==> src/rtl/oled_page_composer.sv <==
`timescale 1ns/1ps
// Formats credit / item / status into four 16-char ASCII pages and drives the OLED EN/FIN handshake.
// Optional periodic forced redraw: define REFRESH_TIMER_EN.
module oled_page_composer #(
    parameter int unsigned BLANK_LEAD = 1
`ifdef REFRESH_TIMER_EN
    ,
    parameter int unsigned REFRESH_CYCLES = 50000000
`endif
) (
    input  logic         CLK,
    input  logic         RST,
    input  logic [13:0]  CREDIT,
    input  logic [3:0]   ITEM_SEL,
    input  logic [1:0]   MSG,
    input  logic         OLED_FIN,
    output logic         OLED_EN,
    output logic [127:0] PAGE0,
    output logic [127:0] PAGE1,
    output logic [127:0] PAGE2,
    output logic [127:0] PAGE3,
    output logic         BUSY
);

    typedef enum logic [2:0] {
        StIdle,
        StLatch,
        StConvert,
        StBuild,
        StStart,
        StWaitFin,
        StRelease
    } state_e;

    localparam logic [127:0] Blank      = {16{8'h20}};
    localparam logic [127:0] Title      = "VENDING MACHINE ";
    localparam logic [71:0]  CreditHdr  = "CREDIT: $";
    localparam logic [47:0]  ItemHdr    = "ITEM: ";
    localparam logic [127:0] MsgIdle    = "INSERT COINS    ";
    localparam logic [127:0] MsgVending = "VENDING...      ";
    localparam logic [127:0] MsgSoldOut = "SOLD OUT        ";
    localparam logic [127:0] MsgNoCred  = "NO CREDIT       ";

`ifdef REFRESH_TIMER_EN
    localparam int unsigned CntW = (REFRESH_CYCLES > 1) ? $clog2(REFRESH_CYCLES) : 1;
    localparam logic [CntW-1:0] CntMax = CntW'(REFRESH_CYCLES - 1);
    logic [CntW-1:0] cnt_q, cnt_d;
`endif

    state_e       state_q, state_d;
    logic         en_q, en_d;
    logic         dirty_q, dirty_d;
    logic [13:0]  snap_credit_q, snap_credit_d;
    logic [3:0]   snap_item_q, snap_item_d;
    logic [1:0]   snap_msg_q, snap_msg_d;
    // {BCD D3..D0, binary} shift register for double-dabble
    logic [29:0]  dd_q, dd_d;
    logic [3:0]   step_q, step_d;
    logic [127:0] page0_q, page0_d;
    logic [127:0] page1_q, page1_d;
    logic [127:0] page2_q, page2_d;
    logic [127:0] page3_q, page3_d;

    logic         changed;
    logic [13:0]  credit_sat;
    logic [7:0]   tens_ch;
    logic [7:0]   item_ch;
    logic [127:0] msg_page;

    function automatic logic [29:0] dd_step(input logic [29:0] v);
        logic [29:0] r;
        r = v;
        for (int i = 0; i < 4; i++) begin
            if (r[14+4*i +: 4] >= 4'd5) begin
                r[14+4*i +: 4] = r[14+4*i +: 4] + 4'd3;
            end
        end
        return {r[28:0], 1'b0};
    endfunction

    assign changed    = {CREDIT, ITEM_SEL, MSG} != {snap_credit_q, snap_item_q, snap_msg_q};
    assign credit_sat = (CREDIT > 14'd9999) ? 14'd9999 : CREDIT;

    always_comb begin
        tens_ch = {4'h3, dd_q[29:26]};
        if ((BLANK_LEAD != 0) && (dd_q[29:26] == 4'd0)) begin
            tens_ch = 8'h20;
        end
        if (snap_item_q == 4'd0) begin
            item_ch = 8'h2d;
        end else if (snap_item_q <= 4'd9) begin
            item_ch = {4'h3, snap_item_q};
        end else begin
            item_ch = 8'h3f;
        end
        unique case (snap_msg_q)
            2'd0:    msg_page = MsgIdle;
            2'd1:    msg_page = MsgVending;
            2'd2:    msg_page = MsgSoldOut;
            default: msg_page = MsgNoCred;
        endcase
    end

    always_comb begin
        state_d       = state_q;
        en_d          = en_q;
        dirty_d       = dirty_q;
        snap_credit_d = snap_credit_q;
        snap_item_d   = snap_item_q;
        snap_msg_d    = snap_msg_q;
        dd_d          = dd_q;
        step_d        = step_q;
        page0_d       = page0_q;
        page1_d       = page1_q;
        page2_d       = page2_q;
        page3_d       = page3_q;
`ifdef REFRESH_TIMER_EN
        cnt_d = (cnt_q == CntMax) ? '0 : cnt_q + 1'b1;
        if (cnt_q == CntMax) begin
            dirty_d = 1'b1;
        end
`endif
        // Changes seen once the snapshot is taken leave a pending refresh behind
        if (changed && (state_q != StIdle) && (state_q != StLatch)) begin
            dirty_d = 1'b1;
        end

        unique case (state_q)
            StIdle: begin
                if (dirty_q || changed) begin
                    state_d = StLatch;
                end
            end
            StLatch: begin
                snap_credit_d = CREDIT;
                snap_item_d   = ITEM_SEL;
                snap_msg_d    = MSG;
                dirty_d       = 1'b0;
                dd_d          = {16'h0000, credit_sat};
                step_d        = 4'd0;
                state_d       = StConvert;
`ifdef REFRESH_TIMER_EN
                cnt_d         = '0;
`endif
            end
            StConvert: begin
                dd_d   = dd_step(dd_q);
                step_d = step_q + 4'd1;
                if (step_q == 4'd13) begin
                    state_d = StBuild;
                end
            end
            StBuild: begin
                page0_d = Title;
                page1_d = {CreditHdr, tens_ch, {4'h3, dd_q[25:22]}, 8'h2e,
                           {4'h3, dd_q[21:18]}, {4'h3, dd_q[17:14]}, 16'h2020};
                page2_d = {ItemHdr, item_ch, {9{8'h20}}};
                page3_d = msg_page;
                state_d = StStart;
            end
            StStart: begin
                en_d    = 1'b1;
                state_d = StWaitFin;
            end
            StWaitFin: begin
                if (OLED_FIN) begin
                    en_d    = 1'b0;
                    state_d = StRelease;
                end
            end
            StRelease: begin
                if (!OLED_FIN) begin
                    state_d = StIdle;
                end
            end
            default: state_d = StIdle;
        endcase
    end

    always_ff @(posedge CLK) begin
        if (RST) begin
            state_q       <= StIdle;
            en_q          <= 1'b0;
            dirty_q       <= 1'b1;
            snap_credit_q <= '0;
            snap_item_q   <= '0;
            snap_msg_q    <= '0;
            dd_q          <= '0;
            step_q        <= '0;
            page0_q       <= Blank;
            page1_q       <= Blank;
            page2_q       <= Blank;
            page3_q       <= Blank;
`ifdef REFRESH_TIMER_EN
            cnt_q         <= '0;
`endif
        end else begin
            state_q       <= state_d;
            en_q          <= en_d;
            dirty_q       <= dirty_d;
            snap_credit_q <= snap_credit_d;
            snap_item_q   <= snap_item_d;
            snap_msg_q    <= snap_msg_d;
            dd_q          <= dd_d;
            step_q        <= step_d;
            page0_q       <= page0_d;
            page1_q       <= page1_d;
            page2_q       <= page2_d;
            page3_q       <= page3_d;
`ifdef REFRESH_TIMER_EN
            cnt_q         <= cnt_d;
`endif
        end
    end

    assign OLED_EN = en_q;
    assign PAGE0   = page0_q;
    assign PAGE1   = page1_q;
    assign PAGE2   = page2_q;
    assign PAGE3   = page3_q;
    assign BUSY    = (state_q != StIdle);

endmodule

==> config.mk <==
export PLATFORM = sky130hd
export DESIGN_NAME = oled_page_composer
export DESIGN_NICKNAME = d
export VERILOG_FILES = /design/src/rtl/oled_page_composer.sv
export SDC_FILE = /design/constraint.sdc
export NUM_CORES = 1
export LEC_CHECK = 0
export ABC_CLOCK_PERIOD_IN_PS = 3200
export BUFFER_PORTS_ARGS = -buffer_cell sky130_fd_sc_hd__clkbuf_2
export CORE_AREA = 2 2 210 212
export DETAILED_ROUTE_END_ITERATION = 16
export DIE_AREA = 0 0 212 214
export PLACE_DENSITY_LB_ADDON = 0.15
export SKIP_CTS_REPAIR_TIMING = 1
export SLEW_MARGIN = 40
export SYNTH_ARGS = -nofsm -noshare
export SYNTH_HDL_FRONTEND = slang
export SYNTH_SLANG_ARGS = --single-unit
==> constraint.sdc <==
create_clock -name CLK -period 3.2 [get_ports CLK]
set_input_delay 0.32 -clock CLK [delete_from_list [all_inputs] [get_ports CLK]]
set_output_delay 0.32 -clock CLK [all_outputs]
set_load 0.05 [all_outputs]
==> results.cfg, run 1 <==
[final_layout]
fin_util_pct = 18.1
area_growth_pct = -3.64
mostFrequentLayoutCells = conb_1, clkbuf_2, nand2_1
final_common_cell = conb_1
layout-drive-gt1-share_pct = 25.2
antennaDiodeCount = 0
fillCellCount = 4868
nNetsFinal = 1098

[floorplan]
row_count = 76
coreArea_mm2 = 0.0429
initial_core_util_pct = 18.8
dieArea_mm2 = 0.0454
die_height_um = 214
die_x_um = 212
top_level_ports = 537

[route]
totalWireLength_mm = 18.5
drt-initial-drc-count = 151
via_count = 5217
viasPerCell = 3.17
drt-pass1-iter-count = 4
avgRoutedWirePerCell_um = 11.2
drtAntennaViolNets = 0
drt_drc_violations_left = 0

[critical_path]
worstPathArrival_ns = 2.25
critPathKind = flop to flop
cp_max_fo = 29
endpoint_kind = flop
start_kind = flop
required_ns = 3.49

[timing]
slew_violations = 0
fmax_ghz = 0.510
setup_viol = 0
tightest_slew_ns = 0.626
finalHoldViolations = 0
skew_ns = 0.00503
slew_headroom_pct = 58.3
fin_crit_ns = 1.96
fin_crit_sh_pct = 61.3
rsz0062_at_grt = false
tns_ns = 0

[synth]
synthArstFlopShare_pct = 0
syn_inst = 1011
synth_area_leaders = buf_4, dfxtp_1, nand2_1
synth-edff-count = 0
yosysSeqAreaShare_pct = 25.6
synthFlopType = dfxtp_1
ys_types = 47
yosysTopAreaCell = buf_4
synthesis.area_mm2 = 0.00805
synth_seq_cells = 103
synthesis.area_per_instance_um2 = 7.96
synth_top_area_share_pct = 44.2
yosys_warnings = 0

[clock_tree]
cts_tree = yes
clkLatencyLatePin_ns = 0.35
cts_root_buf = clkbuf_16
clock_sinks = 103
clk_pin_slew_worst_paths_ns = 0.07
htree_levels = 3
cts_buffer_depth = 2
cts_buffers = 9

[power_and_ir_drop]
ir_drop_mv = 0.258
p_per_area_mw_per_mm2 = 687
power.leakage_nw = 3.75

[global_routing]
grt_usage_pct = 7.65
antenna_found_initial = 0
grt_pass1_wl_mm = 26.5
grt_max_degree = 67
grt_pass1_vias = 4277
overflow = 0

[place]
gp_congestion = 0.663
place_hpwl_mm = 14.1
numPortBuffers = 232

[job]
cap_violations = 0

[run_status]
status = completed

[hold_path]
hold_class = input pin to flop
[final cells by class]
class / count / area (um^2) / area share (%)
clock inverter: 3 / 40.0 / 0.516
multi-input combinational: 691 / 3360 / 43.3
clock buffer: 13 / 270 / 3.49
inverter: 13 / 48.8 / 0.629
timing repair buffer: 240 / 1240 / 15.9
tap: 585 / 732 / 9.44
sequential: 103 / 2070 / 26.7
[stage by stage]
step	hold slack [ns]	cell area, um^2	power (mW)	setup slack [ns]	std cells
floorplan	0.432	9180	4.37	0.303	1313
global placement	0.447	7440	4.20	1.15	1632
detailed placement	0.447	7440	4.19	1.25	1632
CTS	0.188	7750	5.41	0.929	1648
global route	0.208	7750	5.62	1.03	1648
finish	0.205	7750	5.33	1.24	1648
[cells in the mapped netlist, types with 2 or more instances]
| master | instances |
|---|---|
| inv_1 | 13 |
| nor4_2 | 2 |
| a21o_1 | 4 |
| conb_1 | 2 |
| o21ai_0 | 14 |
| nand3_1 | 6 |
| clkbuf_1 | 16 |
| nand2_1 | 104 |
| nor2_2 | 3 |
| a211oi_1 | 6 |
| nand3b_1 | 3 |
| dfxtp_1 | 103 |
| xor2_1 | 17 |
| nand2b_1 | 6 |
| buf_2 | 14 |
| a21oi_1 | 73 |
| nand4_1 | 2 |
| buf_4 | 474 |
| a22oi_1 | 14 |
| nor4_1 | 3 |
| ha_1 | 17 |
| nor2_1 | 45 |
| a32oi_1 | 3 |
| xnor2_1 | 12 |
| nor3_1 | 19 |
| buf_6 | 2 |
| o211ai_1 | 4 |
| a221oi_1 | 5 |
| o2bb2ai_1 | 4 |
| o21ai_1 | 4 |
[path summary, 6_finish.rpt]
check,to,start,slack (ns),cells after the start
hold reg to reg,PAGE1[50],PAGE1[50],0.45,2
hold / removal,snap_msg_q[1],MSG[1],0.21,3
setup reg to reg,dd_q[29],state_q[2],1.24,6
setup / recovery,dd_q[29],state_q[2],1.24,6
[registers in the layout, summed over array words and instances, names as in the netlist]
| name | count |
|---|---|
| dd_q | 30 |
| step_q | 4 |
| snap_credit_q | 14 |
| OLED_EN | 1 |
| PAGE0 | 2 |
| snap_msg_q | 2 |
| state_q | 3 |
| snap_item_q | 4 |
| dirty_q | 1 |
| PAGE2 | 5 |
| PAGE1 | 17 |
| PAGE3 | 20 |
[routing by layer]
metal	wire (um)	part of all wire, %	track usage, %
met1	7780	42	9.57
met2	9030	49	12.6
met3	1520	8.2	2.36
met4	195	1.1	2.04
met5	0	0	0
[where the power goes]
part           switching [mW]  internal [mW]  total (mW)
Clock                   0.513          0.670        1.18
Combinational            2.22          0.367        2.59
Sequential              0.149           1.40        1.55
[critical path: stages, from the launching register on]
cell,delay (ns)
dfxtp_1,0.55
nor2_1,0.10
and2_4,0.29
nor2_4,0.36
buf_4,0.33
o21ai_1,0.11
a21oi_1,0.12
[kinds of logic after synthesis]
| group | Yosys count | synth area share (%) |
|---|---|---|
| other cells | 2 | 0.0933 |
| flops | 103 | 25.6 |
| xor+xnor | 29 | 3.16 |
| fa+ha+maj | 17 | 2.64 |
| buf+inv | 519 | 46.7 |
| simple gates | 201 | 11.3 |
| compound gates | 139 | 10.4 |
| mux | 1 | 0.124 |
Power figures use the tool's default switching activity.
==> inputs of run 2 (changes only) <==
--- a/config.mk
+++ b/config.mk
@@ -5,11 +5,12 @@
 export SDC_FILE = /design/constraint.sdc
 export NUM_CORES = 1
 export LEC_CHECK = 0
-export ABC_CLOCK_PERIOD_IN_PS = 3200
+export ABC_AREA = 1
+export ABC_CLOCK_PERIOD_IN_PS = 1900
 export BUFFER_PORTS_ARGS = -buffer_cell sky130_fd_sc_hd__clkbuf_2
-export CORE_AREA = 2 2 210 212
+export CORE_AREA = 2 2 211 213
 export DETAILED_ROUTE_END_ITERATION = 16
-export DIE_AREA = 0 0 212 214
+export DIE_AREA = 0 0 213 215
 export PLACE_DENSITY_LB_ADDON = 0.15
 export SKIP_CTS_REPAIR_TIMING = 1
 export SLEW_MARGIN = 40
==> constraint.sdc (replaced) <==
create_clock -name CLK -period 1.9 [get_ports CLK]
set_input_delay 0.19 -clock CLK [delete_from_list [all_inputs] [get_ports CLK]]
set_output_delay 0.19 -clock CLK [all_outputs]
set_load 0.05 [all_outputs]
==> run 2 against run 1 <==
Net effect: clock skew rose by 0.0065 ns; non-clock buffer count rose by 7; final area grew 2.2%; sequential cell count unchanged; register-to-register slack worse by 0.95 ns; critical path depth shrank 4.
==> results.cfg, run 2 <==
[synth]
yosysMostFrequentCell = buf_4
synth_area_leaders = buf_4, dfxtp_1, nand2_1
yosysTopAreaCell = buf_4
yosys_warnings = 0
synth_top_area_share_pct = 43.6
synthFlopType = dfxtp_1
yosysSeqAreaShare_pct = 25.6
synthesis.area_mm2 = 0.00807
ys_types = 36
synthesis.area_per_instance_um2 = 7.45
synth_commonest_cells = buf_4, nand2_1, dfxtp_1
synthArstFlopShare_pct = 0
synth-edff-count = 0
synth_seq_cells = 103
syn_inst = 1083

[critical_path]
cp_num_buf_inv = 2
required_ns = 1.71
crit_family = buffers and inverters
critPathKind = flop to output port
cpMaxStageDelayCell = buf_4
worstPathArrival_ns = 1.47
path_cells = buf_4 -> clkbuf_2
slowest_delay_ns = 0.40
cp_max_fo = 60
endpoint_kind = output port
start_kind = flop

[place]
numPortBuffers = 232
gp_congestion = 0.696
place_hpwl_mm = 14.2

[final_layout]
fin_util_pct = 18.2
area_growth_pct = -1.77
nNetsFinal = 1188
mostFrequentLayoutCells = conb_1, clkbuf_2, nand2_1
antennaDiodeCount = 0
layout-drive-gt1-share_pct = 24.0
regMostFlops = dd_q
final_common_cell = conb_1
largest_reg_flops = 30

[route]
totalWireLength_mm = 18.7
via_count = 5497
drt-pass1-iter-count = 4
viasPerCell = 3.15
drt_drc_violations_left = 0
drtAntennaViolNets = 0
avgRoutedWirePerCell_um = 10.7
drt-initial-drc-count = 205

[clock_tree]
cts_tree = yes
cts_buffers = 9
htree_levels = 3
clk_pin_slew_worst_paths_ns = 0.08
cts_buffer_depth = 2
clkLatencyLatePin_ns = 0.35
cts_root_buf = clkbuf_16
clock_sinks = 103

[power_and_ir_drop]
finalPower_mw = 12.3
ir_drop_mv = 0.578
p_per_area_mw_per_mm2 = 1550
power.leakage_nw = 4.04

[timing]
slew_violations = 0
rsz0062_at_grt = false
fin_crit_sh_pct = 87.6
fmax_ghz = 0.601
fin_crit_ns = 1.66
slew_headroom_pct = 51.3
skew_ns = 0.0116
finalHoldViolations = 0
tightest_slew_ns = 0.731
tns_ns = 0
setup_viol = 0

[floorplan]
die_height_um = 215
initial_core_util_pct = 18.5
dieArea_mm2 = 0.0458
row_count = 77
die_x_um = 213
top_level_ports = 537
coreArea_mm2 = 0.0436

[global_routing]
overflow = 0
grt_max_degree = 61
grt_pass1_wl_mm = 26.6
antenna_found_initial = 0
grt_pass1_vias = 4487
grt_usage_pct = 7.54

[run_status]
status = completed

[hold_path]
hold_class = input pin to flop

[job]
cap_violations = 0
## run 2: cell types whose count changed in the layout (fill, tap and decap cells not counted), sizes merged, moves of 13 or more
| cell | before | now |
|---|---|---|
| a22oi | 14 | 0 |
| nor3 | 20 | 7 |
| o21ai | 18 | 53 |
| inv | 13 | 72 |
| nand2 | 104 | 144 |
| xor2 | 17 | 3 |
| nand3 | 6 | 25 |
## run 2: cells by family (layout without fill, tap and decap cells)
logic type                 after synthesis  after routing  share of synthesized area, %
adders and majority gates               17             17                          2.64
DFF                                    103            103                          25.6
AOI/OAI and AO/OA                      159            159                          10.6
buffers and inverters                  564            332                          48.2
and+or+nand+nor                        225            225                          11.4
xor gates and xnor gates                13             13                          1.41
other                                    2            304                        0.0931
## run 2: final cells by class
cell class,count,area (um^2)
Fill cell,4978,35700
Multi-Input combinational cell,718,3250
Tap cell,592,741
Sequential cell,103,2060
Inverter,69,259
Timing Repair Buffer,247,1300
Clock buffer,9,225
Clock inverter,7,88.8
## run 2: worst reg2reg max path: cells and delay by family, from the launching register on
family	cells	cell delay (ns)
AND/OR/NAND/NOR	4	0.65
buffers and inverters	3	0.35
flip-flops	1	0.34
AO/OA/AOI/OAI	1	0.21
## run 2: per-stage QoR
step                cells  hold WS [ns]  cell area, um^2  setup WS, ns
floorplan            1385         0.325             9200        0.0742
global placement     1729         0.429             7610         0.249
detailed placement   1729         0.439             7610         0.269
CTS                  1745        0.0701             7920         0.185
global route         1745         0.102             7920        0.0709
finish               1745        0.0862             7920         0.235
## run 2: per-layer routing
metal	vias up	track usage, %	share of wire (%)
li1	2755	-	-
met1	2522	9.03	41
met2	212	13.6	52
met3	8	1.67	6.5
met4	0	1.61	0.71
met5	-	0	0
## run 2: report_power, final
part           internal (mW)  switching, mW  total, mW
registers               2.59          0.330       2.92
clock network           1.06          0.959       2.02
logic                   1.20           6.11       7.31
total                   4.85           7.40       12.3
## run 2: worst paths after layout
path                            slack (ns)         from  cells after the start              to
worst max-delay path                  0.24   PAGE0[124]                      2      PAGE3[126]
worst min-delay path                  0.09  ITEM_SEL[1]                      3  snap_item_q[1]
worst max register to register        0.29   state_q[1]                      8         dd_q[1]
worst min register to register        0.45   PAGE0[125]                      2      PAGE0[125]
